==> config.mk <==
export PLATFORM = sky130hd
export DESIGN_NAME = fetch_redirect
export DESIGN_NICKNAME = d
export VERILOG_FILES = /design/src/rtl/fetch_redirect_pkg.sv /design/src/rtl/fetch_bht.sv /design/src/rtl/fetch_redirect.sv
export SDC_FILE = /design/constraint.sdc
export NUM_CORES = 1
export LEC_CHECK = 0
export BUFFER_PORTS_ARGS = -buffer_cell sky130_fd_sc_hd__buf_2
export CAP_MARGIN = 20
export CORE_MARGIN = 10
export CORE_UTILIZATION = 44
export DETAILED_ROUTE_END_ITERATION = 8
export GPL_TIMING_DRIVEN = 1
export HOLD_SLACK_MARGIN = 0.03
export PLACE_DENSITY = 0.8
export SETUP_SLACK_MARGIN = 0.3
export SYNTH_ARGS = -nofsm -noshare
export SYNTH_HDL_FRONTEND = slang
export SYNTH_HIERARCHICAL = 1
export SYNTH_SLANG_ARGS = --single-unit
==> constraint.sdc <==
create_clock -name clk -period 1.8 [get_ports clk]
set_clock_uncertainty 0.2 [all_clocks]
set_input_delay 0.27 -clock clk [delete_from_list [all_inputs] [get_ports clk]]
set_output_delay 0.27 -clock clk [all_outputs]
set_load 0.01 [all_outputs]
==> src/rtl/fetch_redirect_pkg.sv <==
// Shared definitions for the fetch/redirect slice: PC width, opcode constants
// and the 2-bit branch history counter type with its saturating step.
package fetch_redirect_pkg;

  localparam int PC_W = 14;

  localparam logic [5:0] OPE_J    = 6'b000010;
  localparam logic [5:0] OPE_JAL  = 6'b000110;
  localparam logic [5:0] OPE_JR   = 6'b001000;
  localparam logic [5:0] OPE_JALR = 6'b001001;

  // Conditional branches: low opcode bits 10 with a non-zero upper pair.
  localparam logic [1:0] BR_LO_BITS  = 2'b10;
  localparam logic [1:0] BR_HI_NONE  = 2'b00;

  typedef logic [PC_W-1:0] pc_t;
  typedef logic [1:0]      ctr_t;

  localparam ctr_t CTR_INIT = 2'b01;

  function automatic logic is_jump(input logic [5:0] ope);
    return (ope == OPE_J) || (ope == OPE_JAL);
  endfunction

  function automatic logic is_cond_branch(input logic [5:0] ope);
    return (ope[1:0] == BR_LO_BITS) && (ope[5:4] != BR_HI_NONE);
  endfunction

  function automatic ctr_t ctr_step(input ctr_t c, input logic taken);
    if (taken) begin
      return (c == 2'b11) ? c : c + 2'd1;
    end
    return (c == 2'b00) ? c : c - 2'd1;
  endfunction

endpackage

==> src/rtl/fetch_bht.sv <==
// Branch history table: 2^IDX saturating 2-bit counters, one asynchronous read
// port, one synchronous update port, all counters reinitialised under reset.
module fetch_bht
  import fetch_redirect_pkg::*;
#(
  parameter int IDX = 8
) (
  input  logic           clk,
  input  logic           rstn,
  input  logic [IDX-1:0] rd_idx,
  output ctr_t           rd_ctr,
  input  logic           upd_en,
  input  logic [IDX-1:0] upd_idx,
  input  logic           upd_taken
);

  localparam int DEPTH = 2 ** IDX;

  ctr_t ctr_q [DEPTH];

  // The read returns the stored value, so a same-cycle update is not visible yet.
  assign rd_ctr = ctr_q[rd_idx];

  generate
    for (genvar gi = 0; gi < DEPTH; gi++) begin : g_ctr
      ctr_t ctr_reg;

      always_ff @(posedge clk) begin
        if (!rstn) begin
          ctr_reg <= CTR_INIT;
        end else if (upd_en && (upd_idx == IDX'(gi))) begin
          ctr_reg <= ctr_step(ctr_reg, upd_taken);
        end
      end

      assign ctr_q[gi] = ctr_reg;
    end
  endgenerate

endmodule

==> src/rtl/fetch_redirect.sv <==
// Fetch PC generation with hazard/jump/predicted-branch redirects and a
// one-bubble squash. Branch prediction is built only with FETCH_REDIRECT_BHT_EN.
module fetch_redirect
  import fetch_redirect_pkg::*;
#(
  parameter int BHT_IDX = 8
) (
  input  logic            clk,
  input  logic            rstn,
  input  logic            stall,
  input  logic            b_is_hazard,
  input  logic [PC_W-1:0] b_addr,
  input  logic            b_is_b_ope,
  input  logic            b_is_branch,
  input  logic [PC_W-1:0] b_w_pc,
  input  logic [31:0]     inst,
  output logic [PC_W-1:0] fetch_pc,
  output logic            fetch_en,
  output logic [PC_W-1:0] pc,
  output logic            inst_valid,
  output logic            pred_taken
);

  logic [5:0] ope;
  pc_t        imm_pc;
  pc_t        fetch_pc_reg;
  pc_t        fetch_pc_next;
  pc_t        pc_reg;
  logic       valid_reg;
  logic       redirect;

  assign ope    = inst[31:26];
  assign imm_pc = inst[PC_W-1:0];

`ifdef FETCH_REDIRECT_BHT_EN
  ctr_t rd_ctr;
  logic pred_bit_reg;
  logic unused_bits;

  fetch_bht #(
    .IDX(BHT_IDX)
  ) u_bht (
    .clk      (clk),
    .rstn     (rstn),
    .rd_idx   (fetch_pc_reg[BHT_IDX-1:0]),
    .rd_ctr   (rd_ctr),
    .upd_en   (b_is_b_ope),
    .upd_idx  (b_w_pc[BHT_IDX-1:0]),
    .upd_taken(b_is_branch)
  );

  // The counter is sampled as the address is issued, so it lines up with the
  // returning instruction and naturally holds across a stall.
  always_ff @(posedge clk) begin
    if (!rstn) begin
      pred_bit_reg <= 1'b0;
    end else if (fetch_en) begin
      pred_bit_reg <= rd_ctr[1];
    end
  end

  assign pred_taken  = valid_reg & is_cond_branch(ope) & pred_bit_reg;
  assign unused_bits = ^{inst[25:PC_W], b_w_pc, rd_ctr[0]};
`else
  logic unused_bits;

  assign pred_taken  = 1'b0;
  assign unused_bits = ^{inst[25:PC_W], b_is_b_ope, b_is_branch, b_w_pc, 1'(BHT_IDX)};
`endif

  assign fetch_en = ~stall | b_is_hazard;

  always_comb begin
    redirect      = 1'b1;
    fetch_pc_next = fetch_pc_reg + pc_t'(1);
    if (b_is_hazard) begin
      fetch_pc_next = b_addr;
    end else if ((valid_reg && is_jump(ope)) || pred_taken) begin
      fetch_pc_next = imm_pc;
    end else begin
      redirect = 1'b0;
    end
  end

  // Any redirect squashes the fall-through address already in flight.
  always_ff @(posedge clk) begin
    if (!rstn) begin
      fetch_pc_reg <= '0;
      pc_reg       <= '0;
      valid_reg    <= 1'b0;
    end else if (fetch_en) begin
      fetch_pc_reg <= fetch_pc_next;
      pc_reg       <= fetch_pc_reg;
      valid_reg    <= ~redirect;
    end
  end

  assign fetch_pc   = fetch_pc_reg;
  assign pc         = pc_reg;
  assign inst_valid = valid_reg;

endmodule

======== Word-level counts from Yosys, hierarchy flattened ========
Cells that the tools add are included.
storage, ports and cells
  register bits after elaboration ......... 29
  output and inout bits ................... 31
  logic and storage cells ................. 15
operators by class
  $add $sub $neg .......................... 1
  eq/ne operators ......................... 2
  multiplexer cells ....................... 4
  bitwise gates (word level) .............. 3
  reductions and logical operators ........ 2
operator list
  cell                                                                   number
  14-bit two-way mux                                                     2
  14-bit by 1-bit adder with 14-bit output, second input constant        1
  6-bit by 2-bit equality test with 1-bit output, second input constant  1
  6-bit by 3-bit equality test with 1-bit output, second input constant  1
  1-bit two-way mux                                                      2
  1-bit inverter                                                         2
  1-bit logical AND                                                      1
  1-bit logical OR                                                       1
  1-bit OR                                                               1

======== Depth between registers and ports, before layout ========
  depth in word-level cells ............... 6
  gate-level depth with buffers ........... 7

======== Worst setup path before layout ========
OpenSTA, ideal clock, no wires.
  path type ............................... reg-to-reg
  start point ............................. register fetch_pc_reg[0], in the netlist fetch_pc[0]
  end point ............................... register fetch_pc_reg[6], in the netlist fetch_pc[6]
  arrival ................................. 1.459 ns
  slack ................................... 0.067 ns
  cell stages (with the launch flop) ...... 6
  clock period less this slack ............ 1.733 ns
  cell sequence ........................... dfxtp_1 -> ha_1 -> nand4_2 -> a2111oi_0 -> o21bai_1 -> a31oi_1
on the way
  word-level cells in the longest chain between the ends .. 3
ends and longest elaborated chain
  element                                   RTL line              source
  from (decl)                               fetch_redirect.sv:26  pc_t fetch_pc_reg;
  from (signal assigned)                    fetch_redirect.sv:92  fetch_pc_reg <= fetch_pc_next;
  14-bit by 1-bit adder with 14-bit output  fetch_redirect.sv:75  fetch_pc_next = fetch_pc_reg + pc_t'(1);
  14-bit two-way mux                        fetch_redirect.sv:78  end else if ((valid_reg && is_jump(ope)) || pred_taken) begin
  14-bit two-way mux                        fetch_redirect.sv:76  if (b_is_hazard) begin
Every way passes these cells.
A chain may end at the register's enable or synchronous reset.

======== Worst setup path in the final report ========
  start point ............................. register fetch_pc_reg[3], in the netlist fetch_pc[3]
  end point ............................... register fetch_pc_reg[13], in the netlist fetch_pc[13]
Same word-level chain as after synthesis.

==> run summary <==
The placed wire-length estimate came out at 4150 um. The final non-filler cell total is 343. For this design the top-level I/O count stands at 97. The netlist area before placement came out at ~1700 um^2. Total power for the finished layout comes to 1.60 mW.

By startpoint and endpoint, the worst setup path is classified as flip-flop to flip-flop. The area growth from synthesis to layout came out at 39.7%. The chip width came out at 82.3 um.

The worst vdd rail ir drop came out at about 0.5 mV. The area of the core is about 3700 um^2. The number of distinct library cells after synthesis is 57. In the final layout, the share of cells above drive strength 1 is 0.417. The mean post-synth cell area is 7.65 um^2. Fill cells in the final layout number 349. The number of endpoints with negative hold slack in the final report is 0. The synthesized flop and latch total is 29.

The critical path goes through and3_4, nand3_1, nor4_1, nor4_2. The fraction of registers with async set or reset after synthesis came out at 0. Of the available clock period, the critical path in the final layout requires 0.861. The worst setup path is launched from a flip-flop. The most used flip-flop cell after synthesis is dfxtp_1. The final setup violation count is 0. Of the post-synthesis cell area, the dominant cell type holds 0.340. Synthesis produced a netlist with a net count of 290.

In the final routed layout, each cell accounts on average for around 17 um. The ratio of total power to cell area came out at 671 nW/um^2. The count of final max-slew check failures is 0.

The number of diodes added for antenna fixing came out at 0. The global-route wire length before repair came out at around 8600 um. The highest cell delay on the worst timing path is 0.41 ns. The class of the tightest hold or removal check is input port to flip-flop. The detailed router finished its first iteration with 163 violations. The number of max-capacitance violations reported came out at 0. Yosys printed 6 warnings. The peak clock frequency supported by timing came out at roughly 650 MHz.

The number of buffers created by CTS came out at 5. The type of destination of the critical path is a flip-flop. The final weighted congestion in routability-driven placement is 0.844. The net total in the final layout is between 300 and 400. For this run, the register share of the synthesized area comes to 0.340.

The run finished with clean final reports. The core utilization of the finished layout is 0.641. The H-tree depth is 2.

Clock-pin slew was measured on the worst setup and hold paths at 0.06 ns. The largest fanout on the critical path is 10. The root buffer cell chosen for the clock tree is clkbuf_8.

Setup repair after global routing could not meet its margin everywhere. The via count of the first global-routing pass came to 1772. The commonest cells after synthesis are nand2_1 (41), dfxtp_1 (29), a21oi_1 (25), nand3_1 (10).

In the post-route analysis, the smallest setup slack over all paths is 0.250 ns. The setup TNS is 0 ns. By area the synthesized netlist is led by dfxtp_1 (34%), nand2_1 (9.0%), a21oi_1 (7.3%). The cell row count came out at 22.

The iteration count of the initial detailed-routing pass came out at 4. The number of sinks on the clock net came out at 29. The die area is 6770 um^2. The number of antenna violations at the first check in global routing is 0. The worst hold slack after final layout is between 0.04 and 0.05 ns. The maximum number of buffers from clock root to sink is 2. The total number of vias came out at around 1900. The number of vias per cell came out at 5.62. After layout, the minimum clock period comes to 1.55 ns. For this design the static power due to leakage is approximately 0.99 nW. The number of placed instances, taps included came out at 330. The insertion delay of the later-clocked pin in the worst-skew pair came out at 0.29 ns. The slowest stage of the critical path belongs to the cell dfxtp_4. The post-detailed-route count of antenna-violating nets is 0. The total detailed-routing wirelength is between 5000 and 6000 um.

The pre-CTS setup slack is 0.0224 ns. The initial standard-cell utilization of the core came out at 0.459. The synthesized design contains 0 enable-type register cells. The post-placement cell area is between 2000 and 2500 um^2. With fillers left out, the area of the finished cells amounts to roughly 2400 um^2. The post-synthesis cell count is ~220. The count of input and output buffers is 66. TritonCTS built the clock tree. The DRC violation count after routing came out at 0.

The data required time at the worst endpoint is between 1.5 and 2 ns. Entering global routing, the biggest net connects 16 pins. The total overflow left after global routing is 0. The floorplan die height came out at 82.3 um.

In the post-synthesis netlist, the cell with the most instances is nand2_1. The overall global routing resource usage came out at 0.162. The data arrival time at the worst-slack endpoint is 1.51 ns.

The cell type with the highest aggregate area in the netlist is dfxtp_1.
worst max-delay path, delay by kind of cell, from the launching register on:
| family | cells | cell delay, ns |
|---|---|---|
| AND/OR/NAND/NOR | 4 | 0.80 |
| flip-flops | 1 | 0.41 |
where the power goes:
part	internal, mW	leakage, nW	switching [mW]
clock	0.302	0.0443	0.243
combinational	0.143	0.702	0.170
sequential	0.681	0.245	0.0572
total	1.13	0.991	0.471
area by class of cell:
cell class	instances	area [um^2]	share of cell area
repair buffers	84	475	0.200
multi-input cells	168	1110	0.468
clock buffers	7	86.3	0.0362
flip-flops and latches	29	619	0.260
well taps	48	60.1	0.0252
inverters	7	26.3	0.0110
placed cells by master, fill, tap and decap left out, drive strengths merged, types with 4 or more instances in the layout:
master	count
a21oi	25
o21ai	15
nor4	4
clkbuf	7
nand2	41
dfxtp	29
nand4	4
inv	7
a31oi	6
and3	5
a21o	4
buf	83
nor2b	5
nor2	5
nand3	11
what timing repair did:
item / in CTS / in global routing
endpoints found under the setup margin: 15 / 13
pin swaps: 6 / 12
hold endpoints to repair: 1 / 0
buffers inserted: 5 / 0
hold buffers: 1 / 0
gates resized for setup: 14 / 17
cloned: 0 / 0
layer usage:
| layer | GRT usage | wire length (um) | vias up |
|---|---|---|---|
| met5 | 0 | 0 | - |
| met4 | 0.0510 | 65 | 0 |
| met3 | 0.0551 | 529 | 8 |
| met2 | 0.249 | 2660 | 71 |
| met1 | 0.209 | 2480 | 899 |
| li1 | - | - | 951 |
kinds of logic (layout without fill, tap and decap cells):
kind of cell / count (synthesis) / count (layout) / share of synthesized area
other cells: 1 / 1 / 0.00220
compound gates: 74 / 74 / 0.280
simple gates: 88 / 88 / 0.280
buf+inv: 26 / 98 / 0.0690
mux: 1 / 1 / 0.00587
flops: 29 / 29 / 0.340
fa+ha+maj: 1 / 1 / 0.00734
xor+xnor: 3 / 3 / 0.0154
worst paths after layout:
kind	startpoint	end	slack, ns	cells after the start
hold / removal	b_addr[7]	fetch_pc[7]$_SDFFE_PN0P_	0.05	3
setup reg to reg	fetch_pc[3]$_SDFFE_PN0P_	fetch_pc[13]$_SDFFE_PN0P_	0.25	4
setup / recovery	fetch_pc[3]$_SDFFE_PN0P_	fetch_pc[13]$_SDFFE_PN0P_	0.25	4
hold reg to reg	pc[7]$_SDFFE_PN0P_	pc[7]$_SDFFE_PN0P_	0.25	2
No activity file was read; power rests on OpenSTA's default activity.
